--- config.mk ---
export PLATFORM = sky130hd
export DESIGN_NAME = hazard_bypass_control_flat
export DESIGN_NICKNAME = d
export VERILOG_FILES = /design/src/rtl/hazard_bypass_control_if.sv /design/src/rtl/hazard_bypass_control.sv /design/src/flat_wrapper.sv
export SDC_FILE = /design/constraint.sdc
export NUM_CORES = 1
export LEC_CHECK = 0
export CAP_MARGIN = 5
export CORE_MARGIN = 5
export CORE_UTILIZATION = 50
export CTS_BUF_LIST = sky130_fd_sc_hd__clkbuf_2
export DETAILED_ROUTE_END_ITERATION = 8
export GPL_ROUTABILITY_DRIVEN = 1
export PLACE_DENSITY = 0.86
export SYNTH_ARGS = -nofsm -noshare
export SYNTH_HDL_FRONTEND = slang
export SYNTH_SLANG_ARGS = --single-unit
--- constraint.sdc ---
create_clock -name clock -period 8.7 [get_ports clock]
set_input_delay 2.175 -clock clock [delete_from_list [all_inputs] [get_ports clock]]
set_output_delay 2.175 -clock clock [all_outputs]
set_load 0.005 [all_outputs]
--- src/rtl/hazard_bypass_control_if.sv ---
// Execute-stage side of the hazard/bypass controller: decode insn, redirect and
// exception inputs, plus the bypass selects and pipeline-latch controls.
interface hazard_bypass_control_if;
  logic [31:0] fd_insn;
  logic        take_branch;
  logic        j_took_branch;
  logic        write_exception;
  logic        mx_bypass_A;
  logic        wx_bypass_A;
  logic        mx_bypass_B;
  logic        wx_bypass_B;
  logic        stall;
  logic        flush;
  logic        md_busy;

  modport master (
    output fd_insn, take_branch, j_took_branch, write_exception,
    input  mx_bypass_A, wx_bypass_A, mx_bypass_B, wx_bypass_B,
    input  stall, flush, md_busy
  );

  modport slave (
    input  fd_insn, take_branch, j_took_branch, write_exception,
    output mx_bypass_A, wx_bypass_A, mx_bypass_B, wx_bypass_B,
    output stall, flush, md_busy
  );
endinterface

--- src/rtl/hazard_bypass_control.sv ---
// Tracks X/M/W destination tags, drives the execute-stage bypass selects and
// the flush / load-use / mul-div stall controls for the F/D/X latches.
module hazard_bypass_control #(
  parameter int unsigned MD_CYCLES = 32
) (
  input logic                    clock,
  input logic                    reset,
  hazard_bypass_control_if.slave bus
);

  typedef enum logic [4:0] {
    OP_RTYPE = 5'b00000,
    OP_J     = 5'b00001,
    OP_BNE   = 5'b00010,
    OP_JAL   = 5'b00011,
    OP_JR    = 5'b00100,
    OP_ADDI  = 5'b00101,
    OP_BLT   = 5'b00110,
    OP_SW    = 5'b00111,
    OP_LW    = 5'b01000,
    OP_SETX  = 5'b10101,
    OP_BEX   = 5'b10110
  } opcode_t;

  typedef enum logic [4:0] {
    ALU_MUL = 5'b00110,
    ALU_DIV = 5'b00111
  } alu_op_t;

  typedef enum logic {
    IDLE,
    BUSY
  } md_state_t;

  typedef struct packed {
    logic       valid;
    logic       writes;
    logic [4:0] dest;
    logic       is_load;
    logic [4:0] src_a;
    logic [4:0] src_b;
    logic       use_a;
    logic       use_b;
  } stage_t;

  localparam logic [5:0] MD_LOAD = 6'(MD_CYCLES - 2);

  function automatic stage_t decode(input logic [31:0] insn);
    stage_t r;
    r       = '0;
    r.valid = 1'b1;
    case (insn[31:27])
      OP_RTYPE: begin
        r.use_a  = 1'b1;
        r.src_a  = insn[21:17];
        r.use_b  = 1'b1;
        r.src_b  = insn[16:12];
        r.writes = 1'b1;
        r.dest   = insn[26:22];
      end
      OP_ADDI: begin
        r.use_a  = 1'b1;
        r.src_a  = insn[21:17];
        r.writes = 1'b1;
        r.dest   = insn[26:22];
      end
      OP_LW: begin
        r.use_a   = 1'b1;
        r.src_a   = insn[21:17];
        r.writes  = 1'b1;
        r.dest    = insn[26:22];
        r.is_load = 1'b1;
      end
      OP_SW: begin
        r.use_a = 1'b1;
        r.src_a = insn[21:17];
        r.use_b = 1'b1;
        r.src_b = insn[26:22];
      end
      OP_BNE, OP_BLT: begin
        r.use_a = 1'b1;
        r.src_a = insn[26:22];
        r.use_b = 1'b1;
        r.src_b = insn[21:17];
      end
      OP_JR: begin
        r.use_b = 1'b1;
        r.src_b = insn[26:22];
      end
      OP_BEX: begin
        r.use_a = 1'b1;
        r.src_a = 5'd30;
      end
      OP_JAL: begin
        r.writes = 1'b1;
        r.dest   = 5'd31;
      end
      OP_SETX: begin
        r.writes = 1'b1;
        r.dest   = 5'd30;
      end
      default: ;
    endcase
    // r0 is never a real destination, so it never takes part in forwarding
    if (r.dest == '0) r.writes = 1'b0;
    return r;
  endfunction

  function automatic logic fwd(input stage_t producer, input logic use_src,
                               input logic [4:0] src);
    return use_src & producer.valid & producer.writes &
           (producer.dest == src) & (src != '0);
  endfunction

  stage_t     x_q, m_q, w_q;
  stage_t     x_d, m_d, w_d;
  stage_t     x_exc;
  stage_t     dec;
  md_state_t  state_q, state_d;
  logic [5:0] cnt_q, cnt_d;

  logic dec_is_sw;
  logic dec_is_md;
  logic load_use;
  logic redirect;
  logic md_busy;
  logic unused_fields;

  assign dec       = decode(bus.fd_insn);
  assign dec_is_sw = (bus.fd_insn[31:27] == OP_SW);
  assign dec_is_md = (bus.fd_insn[31:27] == OP_RTYPE) &&
                     ((bus.fd_insn[6:2] == ALU_MUL) || (bus.fd_insn[6:2] == ALU_DIV));

  // A store whose data operand is the load result is served later on the WM path
  assign load_use = x_q.valid & x_q.is_load & (x_q.dest != '0) &
                    ((dec.use_a & (dec.src_a == x_q.dest)) |
                     (dec.use_b & (dec.src_b == x_q.dest) & ~dec_is_sw));

  assign redirect = reset & (bus.take_branch | bus.j_took_branch);
  assign md_busy  = (state_q == BUSY);

  assign bus.mx_bypass_A = x_q.valid & fwd(m_q, x_q.use_a, x_q.src_a);
  assign bus.wx_bypass_A = x_q.valid & fwd(w_q, x_q.use_a, x_q.src_a);
  assign bus.mx_bypass_B = x_q.valid & fwd(m_q, x_q.use_b, x_q.src_b);
  assign bus.wx_bypass_B = x_q.valid & fwd(w_q, x_q.use_b, x_q.src_b);
  assign bus.flush       = redirect;
  assign bus.stall       = md_busy | (load_use & ~redirect);
  assign bus.md_busy     = md_busy;

  assign unused_fields = ^{m_q.is_load, m_q.src_a, m_q.src_b, m_q.use_a, m_q.use_b,
                           w_q.is_load, w_q.src_a, w_q.src_b, w_q.use_a, w_q.use_b,
                           bus.fd_insn[11:7], bus.fd_insn[1:0]};

  always_comb begin
    x_exc = x_q;
    if (bus.write_exception) begin
      x_exc.dest   = 5'd30;
      x_exc.writes = 1'b1;
    end

    x_d     = x_q;
    m_d     = m_q;
    w_d     = m_q;
    state_d = state_q;
    cnt_d   = cnt_q;

    if (state_q == BUSY) begin
      m_d = '0;
      if (cnt_q == '0) state_d = IDLE;
      else             cnt_d   = cnt_q - 6'd1;
    end else if (redirect || load_use) begin
      x_d = '0;
      m_d = x_exc;
    end else begin
      x_d = dec;
      m_d = x_exc;
      // Entry edge counts as the first busy cycle; the final X cycle runs idle
      if (dec_is_md) begin
        state_d = BUSY;
        cnt_d   = MD_LOAD;
      end
    end
  end

  always_ff @(posedge clock or negedge reset) begin
    if (!reset) begin
      x_q     <= '0;
      m_q     <= '0;
      w_q     <= '0;
      state_q <= IDLE;
      cnt_q   <= '0;
    end else begin
      x_q     <= x_d;
      m_q     <= m_d;
      w_q     <= w_d;
      state_q <= state_d;
      cnt_q   <= cnt_d;
    end
  end

endmodule

--- src/flat_wrapper.sv ---
// flat-port wrapper written by rule: the top's interface ports become plain ports
module hazard_bypass_control_flat 
#(
  parameter int unsigned MD_CYCLES = 32
)
  (clock, reset, bus_fd_insn, bus_take_branch, bus_j_took_branch, bus_write_exception, bus_mx_bypass_A, bus_wx_bypass_A, bus_mx_bypass_B, bus_wx_bypass_B, bus_stall, bus_flush, bus_md_busy);
  hazard_bypass_control_if bus_i ();
  input logic clock;
  input logic reset;
  input wire logic [$bits(bus_i.fd_insn)-1:0] bus_fd_insn;
  input wire logic [$bits(bus_i.take_branch)-1:0] bus_take_branch;
  input wire logic [$bits(bus_i.j_took_branch)-1:0] bus_j_took_branch;
  input wire logic [$bits(bus_i.write_exception)-1:0] bus_write_exception;
  output wire logic [$bits(bus_i.mx_bypass_A)-1:0] bus_mx_bypass_A;
  output wire logic [$bits(bus_i.wx_bypass_A)-1:0] bus_wx_bypass_A;
  output wire logic [$bits(bus_i.mx_bypass_B)-1:0] bus_mx_bypass_B;
  output wire logic [$bits(bus_i.wx_bypass_B)-1:0] bus_wx_bypass_B;
  output wire logic [$bits(bus_i.stall)-1:0] bus_stall;
  output wire logic [$bits(bus_i.flush)-1:0] bus_flush;
  output wire logic [$bits(bus_i.md_busy)-1:0] bus_md_busy;
  assign bus_i.fd_insn = bus_fd_insn;
  assign bus_i.take_branch = bus_take_branch;
  assign bus_i.j_took_branch = bus_j_took_branch;
  assign bus_i.write_exception = bus_write_exception;
  assign bus_mx_bypass_A = bus_i.mx_bypass_A;
  assign bus_wx_bypass_A = bus_i.wx_bypass_A;
  assign bus_mx_bypass_B = bus_i.mx_bypass_B;
  assign bus_wx_bypass_B = bus_i.wx_bypass_B;
  assign bus_stall = bus_i.stall;
  assign bus_flush = bus_i.flush;
  assign bus_md_busy = bus_i.md_busy;
  hazard_bypass_control #(.MD_CYCLES(MD_CYCLES)) u_core (.clock(clock), .reset(reset), .bus(bus_i));
endmodule
==> out/metrics.cfg, run 1 <==
[critical_path]
crit_arrival_ns=5.54
path_cells=clkdlybuf4s50_1 > nor4_2 > a32o_1 > o21ai_0 > a2111oi_4 > nand4_4 > a21oi_1 > or2_2 > clkdlybuf4s50_1
crit_path_frequent_cell=clkdlybuf4s50_1
critPathLaunchType=primary input
critPathSlowestCell=clkdlybuf4s50_1
required_ns=6.53
path_max_fanout=21
slowest_delay_ns=0.74
critPathKind=in2out
crit_path_end_kind=output port

[drt]
num_vias=2215
first_iter_violations=171
via_per_inst=5.86
first_pass_iters=5
route.detailed.drc=0
wl_mm=6.07
antenna_left=0
post_drt_wl_per_cell_um=16.1

[final_layout]
syn2layout_area_growth_pct=16.4
fin_area_um2=3040
fin_util=0.596
fin_cells=378
final_layout_size_suffix_gt1_frac=0.104
antenna-diode-count=0
mostFrequentLayoutCell=dfrtp_1
fillers=464
final_nets=345
layout_common_cells=41 x dfrtp_1, 34 x clkdlybuf4s50_1, 30 x nand2_1

[synth]
syn_nets=316
synth_largest_area_cell=dfrtp_1
synth_area_leaders=dfrtp_1 39%, xnor2_1 6.7%, nand2_1 4.3%
synth_warnings=0
seq_area_frac_synth=0.392
netlist_area_um2=2620
ys_dominant_reg_cell=dfrtp_1
async_flop_share=1.00
avgSynthCellArea_um2=9.41
synth_cell_types=59
synthCells=278
synth_seq_cells=41
synthDominantCellAreaShare=0.392
synth_edf_count=0

[power]
leakagePower_nw=1.19
ir_drop_mv=0.0899
power_mw=0.437
p_switching_mw=0.135
p_clk_frac=0.258
pwr-share-seq=0.527
p_comb_frac=0.215
p_int_mw=0.302
p_sw_frac=0.309
powerDensity_nw_per_um2=143

[cts]
root_buffer=clkbuf_2
postCtsSetupRepairBufs=0
htreeDepth=2
cts_buffers=5
cts_buffer_depth=2
cts.sinks=41
clk_pin_slew_ns=0.21
cts_resized=0
insertion_delay_ns=0.41
cts_tree=built
cts_hold_buf=0

[global_routing]
grt.total_usage=0.198
grt_pass1_vias=2124
grt_start_max_net_pins=49
overflow=0
grt_pass1_wl_mm=10.1
antenna_found_initial=0

[placed_design]
place_congestion=0.974
placed_cell_area_um2=2980
dp_hpwl_mm=4.52
dp.cells=370
place_ws_ns=1.04
portBuffers=35

[timing]
fin_ws_ns=0.987
fin_crit_sh=0.887
period_needed_ns=7.71
rsz0062_at_grt=false
tns_ns=0
worst_slew_pin_slew_ns=0.671
hold_viol=0
drv_slew=0
whs_ns=0.406
worst_slew_margin_rel=0.549
max_freq_mhz=130
setup_viol=0
finalClockSkew_ns=0.0210

[floorplan]
initial_core_util=0.512
core_um2=5110
ios=44
die_area_um2=6780
die_h_um=82.3
die-width_um=82.3
num_rows=26

[flow_run]
drv_cap=0

[hold_path]
hp-class=reg2reg

[status]
outcome=complete, no violations

-- Yosys cell counts (3+ instances only) --
| cell | number |
|---|---|
| dfrtp_1 | 41 |
| nor3_1 | 5 |
| a21oi_1 | 14 |
| nand2b_1 | 6 |
| clkbuf_1 | 7 |
| buf_2 | 3 |
| xor2_1 | 9 |
| o31ai_2 | 9 |
| o31ai_1 | 5 |
| inv_1 | 7 |
| and3_1 | 4 |
| nand3_1 | 4 |
| nor2_1 | 18 |
| or4_1 | 6 |
| xnor2_1 | 20 |
| or3_1 | 4 |
| nand2_1 | 30 |
| buf_6 | 3 |
| a22oi_1 | 3 |
| and2_1 | 4 |
| o21ai_0 | 16 |
| nand4_1 | 6 |
| nor4_1 | 5 |
-- worst max-delay path: cells and delay by family --
family          cells  cell delay [ns]
compound gates      4             1.08
buf+inv             2             1.23
simple gates        3             1.03
-- state kept, by name, indices dropped and copies added, names as in the netlist --
signal,cells
u_core.x_exc,14
u_core.m_q,7
u_core.w_q,7
u_core.cnt_q,6
u_core.x_q,6
u_core.bus.md_busy,1
-- worst paths after layout --
| kind | end | start | slack (ns) | cells past startpoint |
|---|---|---|---|---|
| min in group asynchronous | u_core.x_exc[3]$_DFFE_PN0N_ | reset | 1.79 | 2 |
| worst min-delay path | u_core.w_q[19]$_DFF_PN0_ | u_core.m_q[19]$_DFF_PN0_ | 0.41 | 0 |
| worst max register to register | u_core.cnt_q[1]$_DFFE_PN0P_ | u_core.x_q[17]$_DFFE_PN0N_ | 6.13 | 7 |
| worst max-delay path | bus_stall | bus_fd_insn[31] | 0.99 | 9 |
| max in group asynchronous | u_core.cnt_q[2]$_DFFE_PN0P_ | reset | 6.54 | 2 |
| worst min register to register | u_core.w_q[19]$_DFF_PN0_ | u_core.m_q[19]$_DFF_PN0_ | 0.41 | 0 |
-- metal layers --
metal / wire, µm / vias up / track usage / part of all wire
li1: - / 1071 / - / -
met3: 469 / 11 / 0.0358 / 0.077
met5: 0 / - / 0 / 0
met2: 2840 / 92 / 0.313 / 0.47
met1: 2620 / 1041 / 0.269 / 0.43
met4: 146 / 0 / 0.0764 / 0.024
-- layout make-up --
| type | instances | area (µm²) | area share |
|---|---|---|---|
| Sequential cell | 41 | 1030 | 0.337 |
| Clock inverter | 3 | 41.3 | 0.0136 |
| Timing Repair Buffer | 37 | 360 | 0.118 |
| Clock buffer | 5 | 25.0 | 0.00822 |
| Inverter | 7 | 26.3 | 0.00863 |
| Tap cell | 70 | 87.6 | 0.0288 |
| Multi-Input combinational cell | 215 | 1480 | 0.485 |
-- power groups by stage --
| stage | combinational (mW) | sequential (mW) | clock [mW] |
|---|---|---|---|
| finish | 0.0940 | 0.230 | 0.113 |
| CTS | 0.0946 | 0.230 | 0.115 |
| global placement | 0.0903 | 0.232 | 0 |
| detailed placement | 0.0943 | 0.233 | 0 |
| floorplan | 0.0632 | 0.228 | 0 |
| global route | 0.106 | 0.233 | 0.125 |
-- cells by family after synthesis --
kind of cell,synth area share
compound gates,0.214
xor+xnor,0.0971
fa+ha+maj,0.00478
buf+inv,0.0430
flops,0.392
mux,0.0163
simple gates,0.232
(Power assumes the default switching activity.)
==> run 2, diff against run 1 <==
Settings changed: CAP_MARGIN 5 to default, CORE_MARGIN 5 to 3.
==> out/metrics.cfg, run 2 (synthesized netlist as in run 1, its figures left out) <==
[status]
outcome=complete, no violations

[floorplan]
die-width_um=78.3  ; -4.9%
ios=44  ; unchanged
num_rows=25  ; -3.8%
core_um2=4880  ; -4.5%
initial_core_util=0.536  ; +0.0239
die_h_um=78.3  ; -4.9%
die_area_um2=6140  ; -9.5%

[global_routing]
antenna_found_initial=0  ; unchanged
overflow=0  ; unchanged
grt_pass1_vias=2165  ; +1.9%
grt.total_usage=0.216  ; +0.0184
grt_pass1_wl_mm=10.5  ; +3.3%
grt_start_max_net_pins=51  ; +4.1%

[final_layout]
final_nets=345  ; unchanged
final-seq-area_um2=1030  ; unchanged
layout_common_cells=41 x dfrtp_1, 34 x clkdlybuf4s50_1, 30 x nand2_1
syn2layout_area_growth_pct=16.0
antenna-diode-count=0  ; unchanged
mostFrequentLayoutCell=dfrtp_1
final_layout_size_suffix_gt1_frac=0.104  ; +0.000338
multi_input_area_um2=1480  ; unchanged
largest_reg_flops=14  ; unchanged
fillers=447  ; -3.7%

[critical_path]
crit_arrival_ns=5.46  ; -0.08 ns
path_max_fanout=21  ; unchanged
path_delay_family=buffers and inverters
required_ns=6.53  ; about the same
path_cells=clkdlybuf4s50_1 > nor4_2 > a32o_1 > o21ai_0 > a2111oi_4 > nand4_4 > a21oi_1 > or2_2 > clkdlybuf4s50_1
critPathSlowestCell=clkdlybuf4s50_1
critPathLaunchType=primary input
crit_path_frequent_cell=clkdlybuf4s50_1
cp_num_buf_inv=2  ; unchanged
critPathKind=in2out
slowest_delay_ns=0.75  ; about the same
crit_path_end_kind=output port

[cts]
insertion_delay_ns=0.40  ; about the same
cts_hold_buf=0  ; unchanged
cts_tree=built
cts_resized=0  ; unchanged
clk_pin_slew_ns=0.19  ; -0.02 ns
postCtsSetupRepairBufs=0  ; unchanged
cts_buffer_depth=2  ; unchanged
cts_buffers=5  ; unchanged
cts.sinks=41  ; unchanged
htreeDepth=2  ; unchanged
root_buffer=clkbuf_2

[drt]
first_iter_violations=159  ; -7.0%
wl_mm=6.09  ; +0.36%
first_pass_iters=5  ; unchanged
num_vias=2243  ; +1.3%
antenna_left=0  ; unchanged
post_drt_wl_per_cell_um=16.3  ; +1.4%
route.detailed.drc=0  ; unchanged
via_per_inst=6.00  ; +2.3%

[timing]
worst_slew_margin_rel=0.557  ; +0.00830
worst_slew_pin_slew_ns=0.662  ; -0.00894 ns
fin_crit_sh=0.877  ; -0.00938
finalClockSkew_ns=0.0132  ; -0.00778 ns
tns_ns=0  ; unchanged
rsz0062_at_grt=false
drv_slew=0  ; unchanged
max_freq_mhz=131  ; +1.1%
setup_viol=0  ; unchanged
hold_viol=0  ; unchanged
period_needed_ns=7.63  ; -0.0816 ns
whs_ns=0.402  ; -0.00401 ns

[power]
power_mw=0.433  ; -0.90%
powerDensity_nw_per_um2=143  ; -0.57%
ir_drop_mv=0.0803  ; -11%
leakagePower_nw=1.19  ; +0.19%

[placed_design]
portBuffers=35  ; unchanged
place_congestion=0.944  ; -3.1%
dp_hpwl_mm=4.49  ; -0.84%

[flow_run]
drv_cap=0  ; unchanged

[hold_path]
hp-class=reg2reg

==> run 2: cell count changes in the layout (fill, tap and decap cells not counted), sizes merged <==
cell,change
clkinvlp,-1
==> run 2: area by class of cell <==
cell class,count,share of cell area
Clock buffer,5,0.00825
Clock inverter,2,0.0115
Inverter,7,0.00866
Multi-Input combinational cell,215,0.487
Sequential cell,41,0.338
Tap cell,67,0.0276
Timing Repair Buffer,37,0.119
==> run 2: through the flow <==
stage	utilization	instance area (µm²)	instances	setup WS, ns
after detailed placement	0.609	2970	367	1.09
after global placement	0.609	2970	367	1.14
after floorplan	-	2620	278	2.61
after CTS	0.622	3030	374	1.09
after global routing	0.622	3030	374	0.823
final	0.622	3030	374	1.07
==> run 2: final timing paths <==
check / from / endpoint / slack, ns / depth (start not counted)
setup / recovery: bus_fd_insn[31] / bus_stall / 1.07 / 9
hold / removal: u_core.m_q[19]$_DFF_PN0_ / u_core.w_q[19]$_DFF_PN0_ / 0.40 / 0
setup reg to reg: u_core.x_q[13]$_DFFE_PN0N_ / u_core.cnt_q[1]$_DFFE_PN0P_ / 6.20 / 7
hold reg to reg: u_core.m_q[19]$_DFF_PN0_ / u_core.w_q[19]$_DFF_PN0_ / 0.40 / 0
max in group asynchronous: reset / u_core.x_q[16]$_DFFE_PN0N_ / 6.55 / 2
min in group asynchronous: reset / u_core.m_q[19]$_DFF_PN0_ / 1.79 / 2
==> run 2: layer usage <==
layer | vias to the layer above | share of wire | GRT usage
met5 | - | 0 | 0
met4 | 0 | 0.024 | 0.0804
met3 | 13 | 0.067 | 0.0321
met2 | 94 | 0.48 | 0.356
met1 | 1058 | 0.43 | 0.290
li1 | 1078 | - | -
==> run 2: where the power goes <==
group	switching [mW]	internal, mW	leakage [nW]	total (mW)
Clock	0.0610	0.0467	0.0388	0.108
Sequential	0.0202	0.210	0.515	0.230
Combinational	0.0504	0.0446	0.637	0.0950
Total	0.132	0.301	1.19	0.433
==> run 3, diff against run 2 <==
Clock period 8.7 ns to 8 ns, I/O delays scaled along.
==> out/metrics.cfg, run 3 (synthesized netlist as in run 1, its figures left out) <==
[timing]
fin_ws_ns=0.711  ; -0.357 ns
max_freq_mhz=137
worst_slew_pin_slew_ns=0.650  ; -0.0113 ns
setup_viol=0  ; unchanged
period_needed_ns=7.29
finalClockSkew_ns=0.0131  ; -0.0000664 ns
worst_slew_margin_rel=0.565  ; +0.00755
tns_ns=0  ; unchanged
rsz0062_at_grt=false
fin_crit_sh=0.911
drv_slew=0  ; unchanged
hold_viol=0  ; unchanged

[critical_path]
critPathSlowestCell=clkdlybuf4s50_1
path_max_fanout=21  ; unchanged
required_ns=6.00  ; -0.53 ns
critPathKind=in2out
crit_path_frequent_cell=clkdlybuf4s50_1
r2r_cells=7  ; unchanged
path_cells=clkdlybuf4s50_1 > nor4_2 > a32o_1 > o21ai_0 > a2111oi_4 > nand4_4 > a21oi_1 > or2_2 > clkdlybuf4s50_1
crit_path_end_kind=output port
crit_arrival_ns=5.29  ; -0.17 ns
slowest_delay_ns=0.74  ; about the same
critPathLaunchType=primary input

[final_layout]
final_layout_size_suffix_gt1_frac=0.110  ; +0.00580
fin_area_um2=3070  ; +1.2%
fin_cells=376  ; +0.53%
mostFrequentLayoutCell=dfrtp_1
fillers=424  ; -5.1%
final_nets=346  ; +0.29%
multi_input_area_um2=1480  ; unchanged
antenna-diode-count=0  ; unchanged
syn2layout_area_growth_pct=17.4
layout_common_cells=41 x dfrtp_1, 34 x clkdlybuf4s50_1, 30 x nand2_1
largest_reg_flops=14  ; unchanged
final-seq-area_um2=1030  ; unchanged

[cts]
cts_tree=built
cts_buffers=5  ; unchanged
postCtsSetupRepairBufs=0  ; unchanged
cts_hold_buf=0  ; unchanged
cts_buffer_depth=2  ; unchanged
cts.sinks=41  ; unchanged
insertion_delay_ns=0.41  ; about the same
cts_resized=0  ; unchanged
root_buffer=clkbuf_2
clk_pin_slew_ns=0.19  ; about the same
htreeDepth=2  ; unchanged

[drt]
post_drt_wl_per_cell_um=16.7  ; +2.4%
num_vias=2274  ; +1.4%
antenna_left=0  ; unchanged
route.detailed.drc=0  ; unchanged
first_iter_violations=220  ; +38%
wl_mm=6.27  ; +3.0%
via_per_inst=6.05  ; +0.84%
first_pass_iters=4  ; -1

[flow_run]
drv_cap=0  ; unchanged

[global_routing]
grt_pass1_vias=2278  ; +5.2%
grt_pass1_wl_mm=10.8  ; +3.1%
antenna_found_initial=0  ; unchanged
grt.total_usage=0.223  ; +0.00690
overflow=0  ; unchanged
grt_start_max_net_pins=51  ; unchanged

[power]
ir_drop_mv=0.110  ; +38%
power_mw=0.506  ; +17%
powerDensity_nw_per_um2=165  ; +16%
leakagePower_nw=1.21  ; +1.6%

[floorplan]
die-width_um=78.3  ; unchanged
die_area_um2=6140  ; unchanged
initial_core_util=0.536  ; unchanged
num_rows=25  ; unchanged
core_um2=4880  ; unchanged
die_h_um=78.3  ; unchanged
ios=44  ; unchanged

[status]
outcome=complete, no violations

[placed_design]
dp_hpwl_mm=4.62  ; +3.0%
dp.cells=368  ; +0.27%
place_ws_ns=0.720  ; -0.370 ns
placed_cell_area_um2=2980  ; +0.25%
portBuffers=35  ; unchanged
place_congestion=0.938  ; -0.67%

[hold_path]
hp-class=reg2reg
whs_path_depth=0  ; unchanged

-- run 3: cell count changes in the layout (fill, tap and decap cells not counted) --
| cell | previous run | this run |
|---|---|---|
| bufinv_16 | 1 | 2 |
| buf_4 | 2 | 3 |
-- run 3: path summary, 6_finish.rpt --
kind / startpoint / to / slack [ns]
setup / recovery: bus_fd_insn[31] / bus_stall / 0.71
hold / removal: u_core.m_q[18]$_DFF_PN0_ / u_core.w_q[18]$_DFF_PN0_ / 0.40
setup reg to reg: u_core.x_q[17]$_DFFE_PN0N_ / u_core.cnt_q[1]$_DFFE_PN0P_ / 5.47
hold reg to reg: u_core.m_q[18]$_DFF_PN0_ / u_core.w_q[18]$_DFF_PN0_ / 0.40
max in group asynchronous: reset / u_core.x_exc[0]$_DFFE_PN0N_ / 6.03
min in group asynchronous: reset / u_core.x_exc[3]$_DFFE_PN0N_ / 1.62
-- run 3: layout make-up --
type                    instances  area share
well taps                      67      0.0273
repair buffers                 38       0.120
multi-input cells             215       0.481
inverters                       7     0.00855
flip-flops and latches         41       0.334
clock inverters                 3      0.0212
clock buffers                   5     0.00815
-- run 3: critical path: cells and delay by family --
kind                   cells  cell delay, ns
AO/OA/AOI/OAI              4            1.09
AND/OR/NAND/NOR            3            0.96
buffers and inverters      2            1.23
-- run 3: per-layer routing --
metal  global-route usage  vias to the layer above  routed length [µm]
met5                    0                        -                   0
met4               0.0804                        0                 121
met3               0.0298                       10                 373
met2                0.388                      100                3150
met1                0.285                     1088                2630
li1                     -                     1076                   -
-- run 3: where the power goes --
group	total (mW)	switching [mW]	leakage, nW	internal, mW
Clock	0.152	0.0686	0.0529	0.0836
Sequential	0.251	0.0225	0.515	0.228
Combinational	0.103	0.0547	0.641	0.0484
Total	0.506	0.146	1.21	0.360
-- run 3: through the flow --
step           utilization  hold WS [ns]
3_3_place_gp         0.611         0.357
6_report             0.629         0.399
2_1_floorplan            -         0.354
4_1_cts              0.629         0.401
5_1_grt              0.629         0.431
3_5_place_dp         0.611         0.359
